==> config.mk <==
export PLATFORM = sky130hd
export DESIGN_NAME = pc_gen_flat
export DESIGN_NICKNAME = d
export VERILOG_FILES = /design/src/rtl/pc_gen_if.sv /design/src/rtl/pc_gen.sv /design/src/flat_wrapper.sv
export SDC_FILE = /design/constraint.sdc
export NUM_CORES = 1
export LEC_CHECK = 0
export CORE_MARGIN = 2
export CORE_UTILIZATION = 46
export DETAILED_ROUTE_END_ITERATION = 10
export GPL_ROUTABILITY_DRIVEN = 0
export GPL_TIMING_DRIVEN = 0
export PLACE_DENSITY = 0.83
export SETUP_SLACK_MARGIN = 0.15
export SLEW_MARGIN = 20
export SYNTH_ARGS = -nofsm -noshare
export SYNTH_HDL_FRONTEND = slang
export SYNTH_SLANG_ARGS = --single-unit
==> constraint.sdc <==
create_clock -name clk -period 2.25 [get_ports clk]
set_input_delay 0.45 -clock clk [delete_from_list [all_inputs] [get_ports clk]]
set_output_delay 0.45 -clock clk [all_outputs]
set_load 0.05 [all_outputs]
==> src/rtl/pc_gen_if.sv <==
`default_nettype none
// +----------------------------------------------------------------------------+
// | pc_gen_if : control-side and fetch-side signals of the PC generator        |
// | Revision  : 1.0  initial release (instr_is_16 present with PC_GEN_C_EXT_EN)|
// +----------------------------------------------------------------------------+
interface pc_gen_if #(
  parameter int XLEN = 32
);
`ifdef PC_GEN_C_EXT_EN
  logic            instr_is_16;
`endif
  logic            fetch_ready;
  logic            stall;
  logic            redirect_valid;
  logic [XLEN-1:0] redirect_target;
  logic            trap_req;
  logic            mret;
  logic            halt_req;
  logic            resume;
  logic [XLEN-1:0] pc;
  logic [XLEN-1:0] pc_plus;
  logic            pc_valid;
  logic [XLEN-1:0] epc;
  logic            trap_taken;
  logic [1:0]      trap_cause;
  logic            halted;

  // master drives control requests, slave is the PC generator
  modport master (
`ifdef PC_GEN_C_EXT_EN
    output instr_is_16,
`endif
    output fetch_ready, stall, redirect_valid, redirect_target,
    output trap_req, mret, halt_req, resume,
    input  pc, pc_plus, pc_valid, epc, trap_taken, trap_cause, halted
  );

  modport slave (
`ifdef PC_GEN_C_EXT_EN
    input  instr_is_16,
`endif
    input  fetch_ready, stall, redirect_valid, redirect_target,
    input  trap_req, mret, halt_req, resume,
    output pc, pc_plus, pc_valid, epc, trap_taken, trap_cause, halted
  );
endinterface
`default_nettype wire

==> src/rtl/pc_gen.sv <==
`default_nettype none
// +----------------------------------------------------------------------------+
// | pc_gen   : program-counter generator with redirect, trap/mret and halt FSM |
// | Option   : PC_GEN_C_EXT_EN enables RVC (+2 increment, 2-byte alignment)   |
// | Revision : 1.0  initial release                                            |
// +----------------------------------------------------------------------------+
module pc_gen #(
  parameter int              XLEN         = 32,
  parameter logic [XLEN-1:0] RESET_VECTOR = '0,
  parameter logic [XLEN-1:0] TRAP_VECTOR  = XLEN'(32'h0000_0100)
) (
  input  wire logic  clk,
  input  wire logic  rst_n,
  pc_gen_if.slave    bus
);

  typedef enum logic [1:0] {
    ST_BOOT = 2'd0,
    ST_RUN  = 2'd1,
    ST_HALT = 2'd2
  } state_t;

  state_t          r_state;
  state_t          w_state_nxt;
  logic [XLEN-1:0] r_pc;
  logic [XLEN-1:0] w_pc_nxt;
  logic [XLEN-1:0] r_epc;
  logic [XLEN-1:0] w_epc_nxt;
  logic [1:0]      r_cause;
  logic [1:0]      w_cause_nxt;
  logic            r_taken;
  logic            w_taken_nxt;
  logic [XLEN-1:0] w_inc;
  logic [XLEN-1:0] w_pc_plus;
  logic            w_misaligned;

`ifdef PC_GEN_C_EXT_EN
  assign w_inc        = bus.instr_is_16 ? XLEN'(2) : XLEN'(4);
  assign w_misaligned = bus.redirect_target[0];
`else
  assign w_inc        = XLEN'(4);
  assign w_misaligned = |bus.redirect_target[1:0];
`endif

  // modulo 2^XLEN: wrap past all-ones is intentional
  assign w_pc_plus = r_pc + w_inc;

  always_ff @(posedge clk or negedge rst_n) begin
    if (!rst_n) begin
      r_state <= ST_BOOT;
      r_pc    <= RESET_VECTOR;
      r_epc   <= '0;
      r_cause <= 2'd0;
      r_taken <= 1'b0;
    end else begin
      r_state <= w_state_nxt;
      r_pc    <= w_pc_nxt;
      r_epc   <= w_epc_nxt;
      r_cause <= w_cause_nxt;
      r_taken <= w_taken_nxt;
    end
  end

  always_comb begin
    w_state_nxt = r_state;
    w_pc_nxt    = r_pc;
    w_epc_nxt   = r_epc;
    w_cause_nxt = r_cause;
    w_taken_nxt = 1'b0;
    case (r_state)
      ST_BOOT: w_state_nxt = ST_RUN;
      ST_RUN: begin
        // control-flow changes are never gated by stall or fetch backpressure
        if (bus.trap_req) begin
          w_pc_nxt    = TRAP_VECTOR;
          w_epc_nxt   = r_pc;
          w_cause_nxt = 2'd1;
          w_taken_nxt = 1'b1;
        end else if (bus.redirect_valid && w_misaligned) begin
          w_pc_nxt    = TRAP_VECTOR;
          w_epc_nxt   = r_pc;
          w_cause_nxt = 2'd2;
          w_taken_nxt = 1'b1;
        end else if (bus.mret) begin
          w_pc_nxt = r_epc;
        end else if (bus.redirect_valid) begin
          w_pc_nxt = bus.redirect_target;
        end else if (!bus.stall && bus.fetch_ready) begin
          w_pc_nxt = w_pc_plus;
        end
        // halt is taken after this cycle's pc update has been applied
        if (bus.halt_req) begin
          w_state_nxt = ST_HALT;
        end
      end
      ST_HALT: begin
        if (bus.resume) begin
          w_state_nxt = ST_RUN;
        end
      end
      default: w_state_nxt = ST_BOOT;
    endcase
  end

  assign bus.pc         = r_pc;
  assign bus.pc_plus    = w_pc_plus;
  assign bus.pc_valid   = (r_state == ST_RUN);
  assign bus.halted     = (r_state == ST_HALT);
  assign bus.epc        = r_epc;
  assign bus.trap_taken = r_taken;
  assign bus.trap_cause = r_cause;

endmodule
`default_nettype wire

==> src/flat_wrapper.sv <==
// flat-port wrapper written by rule: the top's interface ports become plain ports
module pc_gen_flat 
#(
  parameter int              XLEN         = 32,
  parameter logic [XLEN-1:0] RESET_VECTOR = '0,
  parameter logic [XLEN-1:0] TRAP_VECTOR  = XLEN'(32'h0000_0100)
)
  (clk, rst_n, bus_fetch_ready, bus_stall, bus_redirect_valid, bus_redirect_target, bus_trap_req, bus_mret, bus_halt_req, bus_resume, bus_pc, bus_pc_plus, bus_pc_valid, bus_epc, bus_trap_taken, bus_trap_cause, bus_halted);
  pc_gen_if #(.XLEN(XLEN)) bus_i ();
  input  wire logic clk;
  input  wire logic rst_n;
  input wire logic [$bits(bus_i.fetch_ready)-1:0] bus_fetch_ready;
  input wire logic [$bits(bus_i.stall)-1:0] bus_stall;
  input wire logic [$bits(bus_i.redirect_valid)-1:0] bus_redirect_valid;
  input wire logic [$bits(bus_i.redirect_target)-1:0] bus_redirect_target;
  input wire logic [$bits(bus_i.trap_req)-1:0] bus_trap_req;
  input wire logic [$bits(bus_i.mret)-1:0] bus_mret;
  input wire logic [$bits(bus_i.halt_req)-1:0] bus_halt_req;
  input wire logic [$bits(bus_i.resume)-1:0] bus_resume;
  output wire logic [$bits(bus_i.pc)-1:0] bus_pc;
  output wire logic [$bits(bus_i.pc_plus)-1:0] bus_pc_plus;
  output wire logic [$bits(bus_i.pc_valid)-1:0] bus_pc_valid;
  output wire logic [$bits(bus_i.epc)-1:0] bus_epc;
  output wire logic [$bits(bus_i.trap_taken)-1:0] bus_trap_taken;
  output wire logic [$bits(bus_i.trap_cause)-1:0] bus_trap_cause;
  output wire logic [$bits(bus_i.halted)-1:0] bus_halted;
  assign bus_i.fetch_ready = bus_fetch_ready;
  assign bus_i.stall = bus_stall;
  assign bus_i.redirect_valid = bus_redirect_valid;
  assign bus_i.redirect_target = bus_redirect_target;
  assign bus_i.trap_req = bus_trap_req;
  assign bus_i.mret = bus_mret;
  assign bus_i.halt_req = bus_halt_req;
  assign bus_i.resume = bus_resume;
  assign bus_pc = bus_i.pc;
  assign bus_pc_plus = bus_i.pc_plus;
  assign bus_pc_valid = bus_i.pc_valid;
  assign bus_epc = bus_i.epc;
  assign bus_trap_taken = bus_i.trap_taken;
  assign bus_trap_cause = bus_i.trap_cause;
  assign bus_halted = bus_i.halted;
  pc_gen #(.XLEN(XLEN), .RESET_VECTOR(RESET_VECTOR), .TRAP_VECTOR(TRAP_VECTOR)) u_core (.clk(clk), .rst_n(rst_n), .bus(bus_i));
endmodule
==> key figures <==
Synthesis
  – Syn Area/Cell: 9.76 um^2
  – Yosys top cell area share: 42.8%
  – Mapped Nets: 455
  – Yosys warns: 0
  – Main flop type after synthesis: dfrtp_1
  – Post-synthesis register bit count: 69
  – Top cells by area, synth: dfrtp_1 43%, mux2_2 7.3%, o21ai_0 3.5%
  – Post-synth EDFFs: 0
  – Share of flip-flops with an asynchronous set or reset: 100%
  – Gate Count Post-Synth: 413
  – Post-synthesis sequential area ratio: 42.8%
  – Synth cell types: 59
  – Top cell type by total area after synthesis: dfrtp_1
  – Synth Cell Area: 0.00403 mm^2

Route
  – Antenna viol nets, final: 0
  – Vias/cell: 6.97
  – First DRT Iteration DRCs: 954
  – Met2 wire length: 10000 um
  – DR DRC count: 0
  – DR WL/cell: 28.5 um
  – Total number of vias: 5409
  – Pre-antenna DRT Iters: 6
  – WL met3: 2760 um
  – WL met1: 7240 um
  – Top layer reached by signal wires: met4
  – Drt total wl: 22100 um

Critical path
  – Worst EP required: 1.80 ns
  – RR Startpoint: u_core.r_state[1]$_DFFE_PN0P_
  – RR Endpoint: u_core.bus.epc[17]$_DFFE_PN0P_
  – R2R setup slack: -0.11 ns
  – CP Class: reg -> out
  – CP max FO: 4
  – Worst reg2reg path depth: 6
  – Crit end category: output port
  – CP startpoint kind: flip-flop
  – WP data arrival: 2.27 ns

Global route
  – Aggregate global-route resource usage: 36.4%
  – GR Overflow Total: 0
  – First-pass GRT wire length: 26800 um
  – Vias in the first global route: 4894
  – Largest net degree at the start of global routing: 37
  – Initial antenna violation count: 0

Layout
  – Design Area, Final: 0.00744 mm^2
  – Fill count: 370
  – N_diodes: 0
  – Final nets: 705
  – Layout area overhead: 84.4%
  – Share of layout cells above drive strength 1: 45.8%
  – Commonest non-fill, non-tap cell in the layout: buf_4
  – Post-Route Utilization: 86.5%
  – Most frequent cells in the layout: 83 x buf_4, 76 x clkdlybuf4s50_1, 50 x buf_6

Clock network
  – TritonCTS clock tree: built
  – CTS Hold Bufs: 0
  – Clock edge transition at the registers on the reported setup and hold paths: 0.09 ns
  – Total CTS buffers: 9
  – Buffer type at the clock tree root: clkbuf_8
  – Worst-Skew Late Latency: 0.37 ns
  – H-tree lvl count: 3
  – Clk buf depth: 2
  – Clock sinks: 69

Timing
  – Minimum clock period: 2.72 ns
  – Worst slew margin: 41.8%
  – RSZ-0062 raised after global routing: yes
  – Slew @ Worst Pin: 0.873 ns
  – Setup ws final: -0.466 ns
  – Fmax: 0.368 GHz
  – Final Hold Fails: 0
  – Fin. max-slew vios: 0
  – Final period utilization: 121%
  – Final setup viols: 26
  – Post-route clock skew: 0.0147 ns

Status
  – Failing checks: setup timing
  – Outcome: finished with violations

Placed design
  – Placement-stage cell area: 0.00602 mm^2
  – Post-DP HPWL: 10300 um
  – Buffers on Ports: 138

Floorplan
  – Rows: 34
  – Initial Utilization: 46.9%
  – Die outline area: 0.00953 mm^2
  – DIE HEIGHT: 97.6 um
  – IO Count: 142
  – Placeable Area: 0.00859 mm^2
  – Chip Width: 97.6 um

Pwr
  – VDD IR-drop max: 847 uV
  – Power Dens Cells: 1360 mW/mm^2
  – Lkg Pwr: 3.55 nW

Flow run
  – Max-Cap Viols: 0

Hold path
  – Hold Crit Class: in -> async
worst max-delay path: stages (launching register included):
cell,delay (ns)
dfrtp_2,0.39
buf_6,0.12
nand4_1,0.28
nor4_4,0.46
nand4_1,0.19
buf_6,0.17
xnor2_4,0.12
buf_6,0.17
synth_stat cells (6+ instances only):
library cell   n
a21oi_1        8
and4_1         8
nand3_1       11
xnor2_1       12
nor3_1         7
nor2_1        21
and3_1         6
buf_2         11
xor2_1        12
inv_1          9
nor4_1         6
a21o_1         8
a22o_1         9
o22ai_1       15
nand2_1       35
mux2_2        26
nand4_1       10
o21a_1         7
dfrtp_1       69
o21ai_0       28
clkbuf_1      13
layer usage:
layer	global-route usage [%]	vias to the layer above
met3	9.57	196
met1	44.5	2544
met4	19.3	0
met2	59.0	614
met5	0	-
li1	-	2055
sequential cells by signal, summed over array words and instances (netlist names):
name / flops
u_core.bus.trap_cause: 2
u_core.bus.pc: 32
u_core.bus.epc: 32
u_core.bus.trap_taken: 1
u_core.r_state: 2
area by class of cell:
| cell class | instances | area [um^2] | share of cell area [%] |
|---|---|---|---|
| multi-input combinational | 306 | 2870 | 38.6 |
| timing repair buffer | 238 | 2250 | 30.2 |
| sequential | 69 | 1760 | 23.6 |
| buffer | 30 | 198 | 2.66 |
| clock buffer | 11 | 141 | 1.90 |
| tap | 108 | 135 | 1.82 |
| clock inverter | 5 | 50.0 | 0.673 |
| inverter | 9 | 33.8 | 0.454 |
worst max-delay path by stage:
stage,startpoint,end,slack (ns),cells past startpoint
final,u_core.bus.pc[16]$_DFFE_PN0P_,bus_pc_plus[24],-0.47,7
after CTS,u_core.bus.pc[3]$_DFFE_PN0P_,bus_pc_plus[26],-0.31,7
after detailed placement,u_core.bus.pc[10]$_DFFE_PN0P_,bus_pc_plus[23],-0.92,6
after floorplan,u_core.bus.pc[4]$_DFFE_PN0P_,bus_pc_plus[27],-0.26,5
after global routing,u_core.bus.pc[9]$_DFFE_PN0P_,bus_pc_plus[31],-0.51,8
after global placement,rst_n,u_core.bus.pc[26]$_DFFE_PN0P_,-1.93,1
logic make-up after synthesis:
logic type / after synthesis / synth area share (%)
flip-flops: 69 / 42.8
buffers and inverters: 39 / 4.34
XOR/XNOR: 24 / 5.21
multiplexers: 29 / 8.00
AND/OR/NAND/NOR: 128 / 17.6
AO/OA/AOI/OAI: 123 / 21.8
adder cells (fa/ha/maj): 1 / 0.310
through the flow:
| stage | hold WS (ns) | power, W | setup TNS (ns) | setup slack, ns | cells |
|---|---|---|---|---|---|
| 5_1_grt | 0.0805 | 0.0103 | -8.38 | -0.508 | 776 |
| 3_3_place_gp | 0.466 | 0.00792 | -149.82 | -1.93 | 659 |
| 3_5_place_dp | 0.444 | 0.00802 | -31.58 | -0.921 | 660 |
| 6_report | 0.0480 | 0.0101 | -7.71 | -0.466 | 776 |
| 2_1_floorplan | 0.154 | 0.00612 | -2.39 | -0.256 | 413 |
| 4_1_cts | 0.0677 | 0.00929 | -3.06 | -0.313 | 741 |
what timing repair did:
action / 4_1_cts / 5_1_grt
endpoints found under the setup margin: 88 / 77
pin swaps: 35 / 30
cloned: 2 / 0
setup buffers: 63 / 35
resized for setup: 270 / 73
where the power goes:
group,internal [W],switching (W),leakage (nW)
Clock,0.000537,0.000569,0.103
Sequential,0.00172,0.000655,0.870
Combinational,0.00240,0.00424,2.58
Total,0.00466,0.00546,3.55
Note: power is estimated with default switching activity, not from simulation.
